**src/rtl/instruction_sequencer.sv**
```systemverilog
// rtl/instruction_sequencer.sv - opcode latch, T-state counter and interrupt injection
module instruction_sequencer #(
    parameter int              DATA_W     = 8,
    parameter int              CYCLE_W    = 3,
    parameter int              MAX_CYCLE  = 7,
    parameter logic [DATA_W-1:0] INT_OPCODE = 8'h00
) (
    input  logic               sys_clock,
    input  logic               rst,
    input  logic               clk_phase_1,
    input  logic [DATA_W-1:0]  PD_register,
    input  logic               increment_cycle_counter,
    input  logic               reset_cycle_counter,
    input  logic               skip_cycle_counter,
    input  logic               nmi_req,
    input  logic               irq_req,
    input  logic               irq_mask,
    output logic [DATA_W-1:0]  IR_register,
    output logic [CYCLE_W-1:0] cycle,
    output logic [CYCLE_W-1:0] next_cycle,
    output logic               sync,
    output logic               interrupt_pending,
    output logic [1:0]         int_source,
    output logic               cycle_overrun
);

    localparam logic [1:0] SRC_OPCODE = 2'b00;
    localparam logic [1:0] SRC_IRQ    = 2'b01;
    localparam logic [1:0] SRC_NMI    = 2'b10;
    localparam logic [1:0] SRC_RESET  = 2'b11;

    localparam logic [CYCLE_W:0]   MAX_EXT   = (CYCLE_W+1)'(MAX_CYCLE);
    localparam logic [CYCLE_W-1:0] MAX_SHORT = CYCLE_W'(MAX_CYCLE);

    logic [DATA_W-1:0]  ir_q, ir_d;
    logic [CYCLE_W-1:0] cycle_q, cycle_d;
    logic [1:0]         src_q, src_d;
    logic               overrun_q, overrun_d;
    logic               nmi_prev_q, nmi_prev_d;
    logic               nmi_latched_q, nmi_latched_d;

    logic [CYCLE_W:0]   step;
    logic [CYCLE_W:0]   sum;
    logic               overrun_attempt;
    logic               irq_active;
    logic               nmi_edge;

    // Counter arithmetic: widened sum so a step past MAX_CYCLE is detected, then clamped
    always_comb begin
        step = '0;
        if (skip_cycle_counter) begin
            step = (CYCLE_W+1)'(2);
        end else if (increment_cycle_counter) begin
            step = (CYCLE_W+1)'(1);
        end
        sum             = {1'b0, cycle_q} + step;
        overrun_attempt = !reset_cycle_counter && (sum > MAX_EXT);
        if (reset_cycle_counter) begin
            next_cycle = '0;
        end else if (overrun_attempt) begin
            next_cycle = MAX_SHORT;
        end else begin
            next_cycle = sum[CYCLE_W-1:0];
        end
    end

    assign irq_active        = irq_req & ~irq_mask;
    assign nmi_edge          = nmi_req & ~nmi_prev_q;
    assign interrupt_pending = nmi_latched_q | irq_active;
    assign sync              = (cycle_q == '0);
    assign IR_register       = ir_q;
    assign cycle             = cycle_q;
    assign int_source        = src_q;
    assign cycle_overrun     = overrun_q;

    // Next-state: everything advances only on phase-1; boundaries pick NMI, then IRQ, then opcode
    always_comb begin
        ir_d          = ir_q;
        cycle_d       = cycle_q;
        src_d         = src_q;
        overrun_d     = overrun_q;
        nmi_prev_d    = nmi_prev_q;
        nmi_latched_d = nmi_latched_q;
        if (clk_phase_1) begin
            cycle_d       = next_cycle;
            overrun_d     = overrun_q | overrun_attempt;
            nmi_prev_d    = nmi_req;
            nmi_latched_d = nmi_latched_q | nmi_edge;
            if (reset_cycle_counter) begin
                if (nmi_latched_q) begin
                    // A fresh edge on the same edge the old one is taken stays pending
                    ir_d          = INT_OPCODE;
                    src_d         = SRC_NMI;
                    nmi_latched_d = nmi_edge;
                end else if (irq_active) begin
                    ir_d  = INT_OPCODE;
                    src_d = SRC_IRQ;
                end else begin
                    ir_d  = PD_register;
                    src_d = SRC_OPCODE;
                end
            end
        end
    end

    // State registers; reset injects the interrupt opcode regardless of phase
    always_ff @(posedge sys_clock) begin
        if (!rst) begin
            ir_q          <= INT_OPCODE;
            cycle_q       <= '0;
            src_q         <= SRC_RESET;
            overrun_q     <= 1'b0;
            nmi_prev_q    <= 1'b0;
            nmi_latched_q <= 1'b0;
        end else begin
            ir_q          <= ir_d;
            cycle_q       <= cycle_d;
            src_q         <= src_d;
            overrun_q     <= overrun_d;
            nmi_prev_q    <= nmi_prev_d;
            nmi_latched_q <= nmi_latched_d;
        end
    end

endmodule

```
**config.mk**
```make
export PLATFORM = sky130hd
export DESIGN_NAME = instruction_sequencer
export DESIGN_NICKNAME = d
export VERILOG_FILES = /design/src/rtl/instruction_sequencer.sv
export SDC_FILE = /design/constraint.sdc
export NUM_CORES = 1
export LEC_CHECK = 0
export CAP_MARGIN = 40
export CORE_MARGIN = 2
export CORE_UTILIZATION = 36
export CTS_CLUSTER_SIZE = 28
export DETAILED_ROUTE_END_ITERATION = 7
export GPL_ROUTABILITY_DRIVEN = 1
export GPL_TIMING_DRIVEN = 0
export PLACE_DENSITY_LB_ADDON = 0.15
export SYNTH_ARGS = -nofsm -noshare
export SYNTH_HDL_FRONTEND = slang
export SYNTH_SLANG_ARGS = --single-unit
```
**constraint.sdc**
```tcl
create_clock -name sys_clock -period 1.7 [get_ports sys_clock]
set_input_delay 0.34 -clock sys_clock [delete_from_list [all_inputs] [get_ports sys_clock]]
set_output_delay 0.34 -clock sys_clock [all_outputs]
set_load 0.1 [all_outputs]
```
# == After elaboration in Yosys (flattened, before gate mapping) ==
# Cells that the tools add are included.
# totals
latch_bits,0
mem_bits_rw,0
output_inout_bits,19
romBits,0
memories,0
wordCells,29
regBits,16
# op_classes
eq_ne,0
n_bitwise,7
n_div,0
n_mul,0
muxes,10
add_sub_neg,1
order_cmp,1
n_reduce_logical,4
n_shift,0
# ops
cell,n
8-bit 2-to-1 mux,2
3-bit 2-to-1 mux,2
3-bit by 4-bit adder with 4-bit output,1
"4-bit by 3-bit greater-than comparator with 1-bit output, second input constant",1
1-bit 2-to-1 mux,4
2-bit 2-to-1 mux,2
3-bit logical NOT,1
1-bit bitwise OR,3
1-bit bitwise AND,2
1-bit inverter,2
2-bit AND reduction,1
1-bit logical AND,1
1-bit logical NOT,1

# == Depth between registers and ports, before layout ==
# depth
word_depth,7
ltp_mapped,5
mapped_depth_nobuf,5

# == Worst setup path before layout ==
# OpenSTA, ideal clock, no wires.
# synth_timing
path_type,register to output
from,"reg cycle_q[0], in the netlist cycle[0]"
to,out next_cycle[1]
required_ns,1.360
path_stages_with_launch,5
path_buffers,0
path_slack_ns,-1.547
arrival_time_ns,2.907
cell_sequence,dfxtp_1 -> ha_1 -> fa_1 -> a21oi_1 -> nor2_1
# synth_via
elab_chain_cells,5
# synth_rtl
item,line_no,text
start: declaration,36,"logic [CYCLE_W-1:0] cycle_q, cycle_d;"
start signal: assignment,117,cycle_q <= cycle_d;
3-bit by 4-bit adder with 4-bit output *,56,"sum = {1'b0, cycle_q} + step;"
4-bit by 3-bit greater-than comparator with 1-bit output,57,overrun_attempt = !reset_cycle_counter && (sum > MAX_EXT);
1-bit logical AND,57,
3-bit 2-to-1 mux *,60,end else if (overrun_attempt) begin
3-bit 2-to-1 mux *,58,if (reset_cycle_counter) begin
end: declaration,20,"output logic [CYCLE_W-1:0] next_cycle,"
# Every way passes the cells marked *; elsewhere a longest branch is shown, timed or not.

# == Worst setup path after layout ==
# layout_timing
from,in increment_cycle_counter
to,out next_cycle[2]
# layout_via
elab_chain_cells,7
# layout_rtl
item,line_no,text
start: declaration,12,"input logic increment_cycle_counter,"
1-bit 2-to-1 mux *,53,end else if (increment_cycle_counter) begin
2-bit 2-to-1 mux *,51,if (skip_cycle_counter) begin
3-bit by 4-bit adder with 4-bit output *,56,
4-bit by 3-bit greater-than comparator with 1-bit output,57,
1-bit logical AND,57,
3-bit 2-to-1 mux *,60,
3-bit 2-to-1 mux *,58,
# Marks and branches as above.

==> results <==
-- synthesized netlist by cell type (all sizes together) --
library cell,instances
o21a,10
nor2,2
a31oi,1
and2,8
buf,5
nor2b,4
a21oi,3
fa,1
clkbuf,2
nor4b,8
o31ai,2
inv,2
or2,1
a32oi,1
nand2,5
o211ai,1
mux2i,1
o211a,1
dfxtp,16
nand3,5
ha,2
a21o,2
nor3,2
-- timing repair --
action | 4_1_cts | 5_1_grt
setup buffers | 5 | 2
setup endpoints to repair | 12 | 14
pin swaps | 5 | 6
gates resized for setup | 27 | 14
cloned | 0 | 0
-- final cells by class --
type | instances | area, um^2 | share of cell area, %
Inverter | 2 | 7.51 | 0.472
Clock buffer | 4 | 36.3 | 2.28
Sequential cell | 16 | 332 | 20.8
Tap cell | 28 | 35.0 | 2.20
Multi-Input combinational cell | 60 | 542 | 34.0
Buffer | 7 | 55.1 | 3.46
Timing Repair Buffer | 41 | 584 | 36.7
-- registers in the layout, indices dropped and copies added, names as in the netlist --
register       flops
IR_register        8
nmi_latched_q      1
cycle_overrun      1
nmi_prev_q         1
cycle              3
int_source         2
-- worst reg2reg max path: cells and delay by family (launching register included) --
family | cells | cell delay, ns
buffers and inverters | 3 | 0.40
AOI/OAI and AO/OA | 3 | 0.60
DFF | 1 | 0.36
adders and majority gates | 1 | 0.16
-- cell families (layout without fill, tap and decap cells) --
logic type / after synthesis / in the layout / synth area share (%)
adders and majority gates: 3 / 3 / 5.50
and+or+nand+nor: 35 / 35 / 28.4
muxes: 1 / 1 / 1.22
AOI/OAI and AO/OA: 21 / 21 / 18.6
DFF: 16 / 16 / 39.1
buffers and inverters: 9 / 54 / 7.18
-- power breakdown --
part / switching [W] / internal [W]
Sequential: 0.0000169 / 0.000388
Clock: 0.000126 / 0.000130
Combinational: 0.000242 / 0.000169
-- final timing paths --
check | depth (start not counted) | from | slack (ns) | endpoint
setup / recovery | 7 | increment_cycle_counter | -0.36 | next_cycle[2]
hold / removal | 2 | reset_cycle_counter | 0.32 | cycle[0]$_SDFFE_PN0P_
setup reg to reg | 7 | cycle[0]$_SDFFE_PN0P_ | 0.08 | cycle[2]$_SDFFE_PN0P_
hold reg to reg | 2 | nmi_prev_q$_SDFFE_PN0P_ | 0.53 | nmi_prev_q$_SDFFE_PN0P_
-- stage by stage --
stage	std cells	TNS, ns	instance area (um^2)	util (%)
2_1_floorplan	85	-0.856	878	-
3_3_place_gp	145	-8.20	1230	56.3
3_5_place_dp	164	-5.05	1530	69.9
4_1_cts	166	-0.923	1620	73.8
5_1_grt	158	-1.04	1590	72.6
6_report	158	-0.891	1590	72.6
-- per-layer routing --
metal / wire length, um / vias up / GRT usage (%)
met5: 0 / - / 0
met1: 1080 / 377 / 24.2
li1: - / 393 / -
met2: 1160 / 21 / 29.9
met4: 9 / 0 / 5.26
met3: 114 / 2 / 4.89
==> results.toml <==
[die]
dieHeight_um = 51.7
num_io_pins = 36
start_util_pct = 37.4
rows = 17
core_um2 = 2190
die-area_um2 = 2670
die_x_um = 51.7

[setup_path]
critPathMaxStageDelay_ns = 0.38
path_max_fanout = 3
slowest_stage = "fa_2"
critPathLaunchType = "input pin"
required_ns = 1.36
cp.arrival_ns = 1.72
crit_type = "in -> out"
critPathBufInv = 2
crit_chain = "clkdlybuf4s15_1 -> nor2b_4 -> ha_4 -> fa_2 -> a31oi_4 -> o21a_4 -> buf_12"
end_kind = "primary output"
path_delay_family = "adder cells"

[sta]
slew_headroom_pct = 77.3
rsz0062_at_grt = "yes"
max_freq_mhz = 486
drv_slew = 0
fin_hold_ws_ns = 0.317
finalSetupViolations = 3
finalCritPeriodShare_pct = 121
period_minus_slack_ns = 2.06
finClkSkew_ns = 0.000672
hold_viol = 0
setup_ws_ns = -0.359
worstMarginPinSlew_ns = 0.336

[placed_design]
gp_congestion = 0.737
dp_worst_setup_slack_ns = -1.37
place_hpwl_mm = 1.57
port-buffer-count = 32

[synth]
synth.net_count = 105
synth_cells = 85
yosysTopAreaCellShare_pct = 39.1
ys_seq_area_share_pct = 39.1
synth.distinct_cells = 26
ys_ff_latch = 16
yosys_warnings = 0
yosysTopAreaCell = "dfxtp_1"
synthTopCellsByArea = "dfxtp_1 (39%), o21a_1 (9.2%), nor4b_1 (6.4%), and2_1 (6.1%), buf_6 (4.1%)"
netlist_area_um2 = 820
synth.avg_cell_area_um2 = 9.64

[finish]
area.growth.synth_to_final_pct = 94.2
drive_gt1_share_pct = 42.3
layout_commonest_cell = "buf_12"
nFillCells = 147
mostFrequentLayoutCells = "buf_12 (18), dfxtp_1 (13), o21a_1 (9), clkdlybuf4s50_1 (9)"
n_antenna_cell = 0
final_nets = 151

[global_route]
grt_pass1_vias = 805
grt_pass1_wl_mm = 3.65
grt_usage_pct = 18.5
grt_max_degree = 11
antenna_found_initial = 0
gr-total-overflow = 0

[flow_run]
cap_viol_max_count = 0

[power_and_ir_drop]
power.density_nw_per_um2 = 674
power_leakage_nw = 0.672
ir_drop_mv = 0.460
post-layout-total-power_w = 0.00107

[drt]
first_pass_iters = 4
wire_per_inst_um = 15.0
drt-initial-drc-count = 13
routed_wl_mm = 2.36
via_count = 793
drc = 0
viasPerCell = 5.02
ant_nets = 0

[clocking]
clockBufferDepth = 2
root_buffer = "clkbuf_4"
cts.sinks = 16
holdBufCountCts = 0
htreeDepth = 1
cts_tree = "done"
clkLatencyLatePin_ns = 0.28
clk_pin_slew_ns = 0.10
numCtsBuffers = 3

[outcome]
violations = "setup timing"
outcome = "finished, violations left"

[min_path]
min_path_type = "in -> reg"
Power figures use the tool's default switching activity.
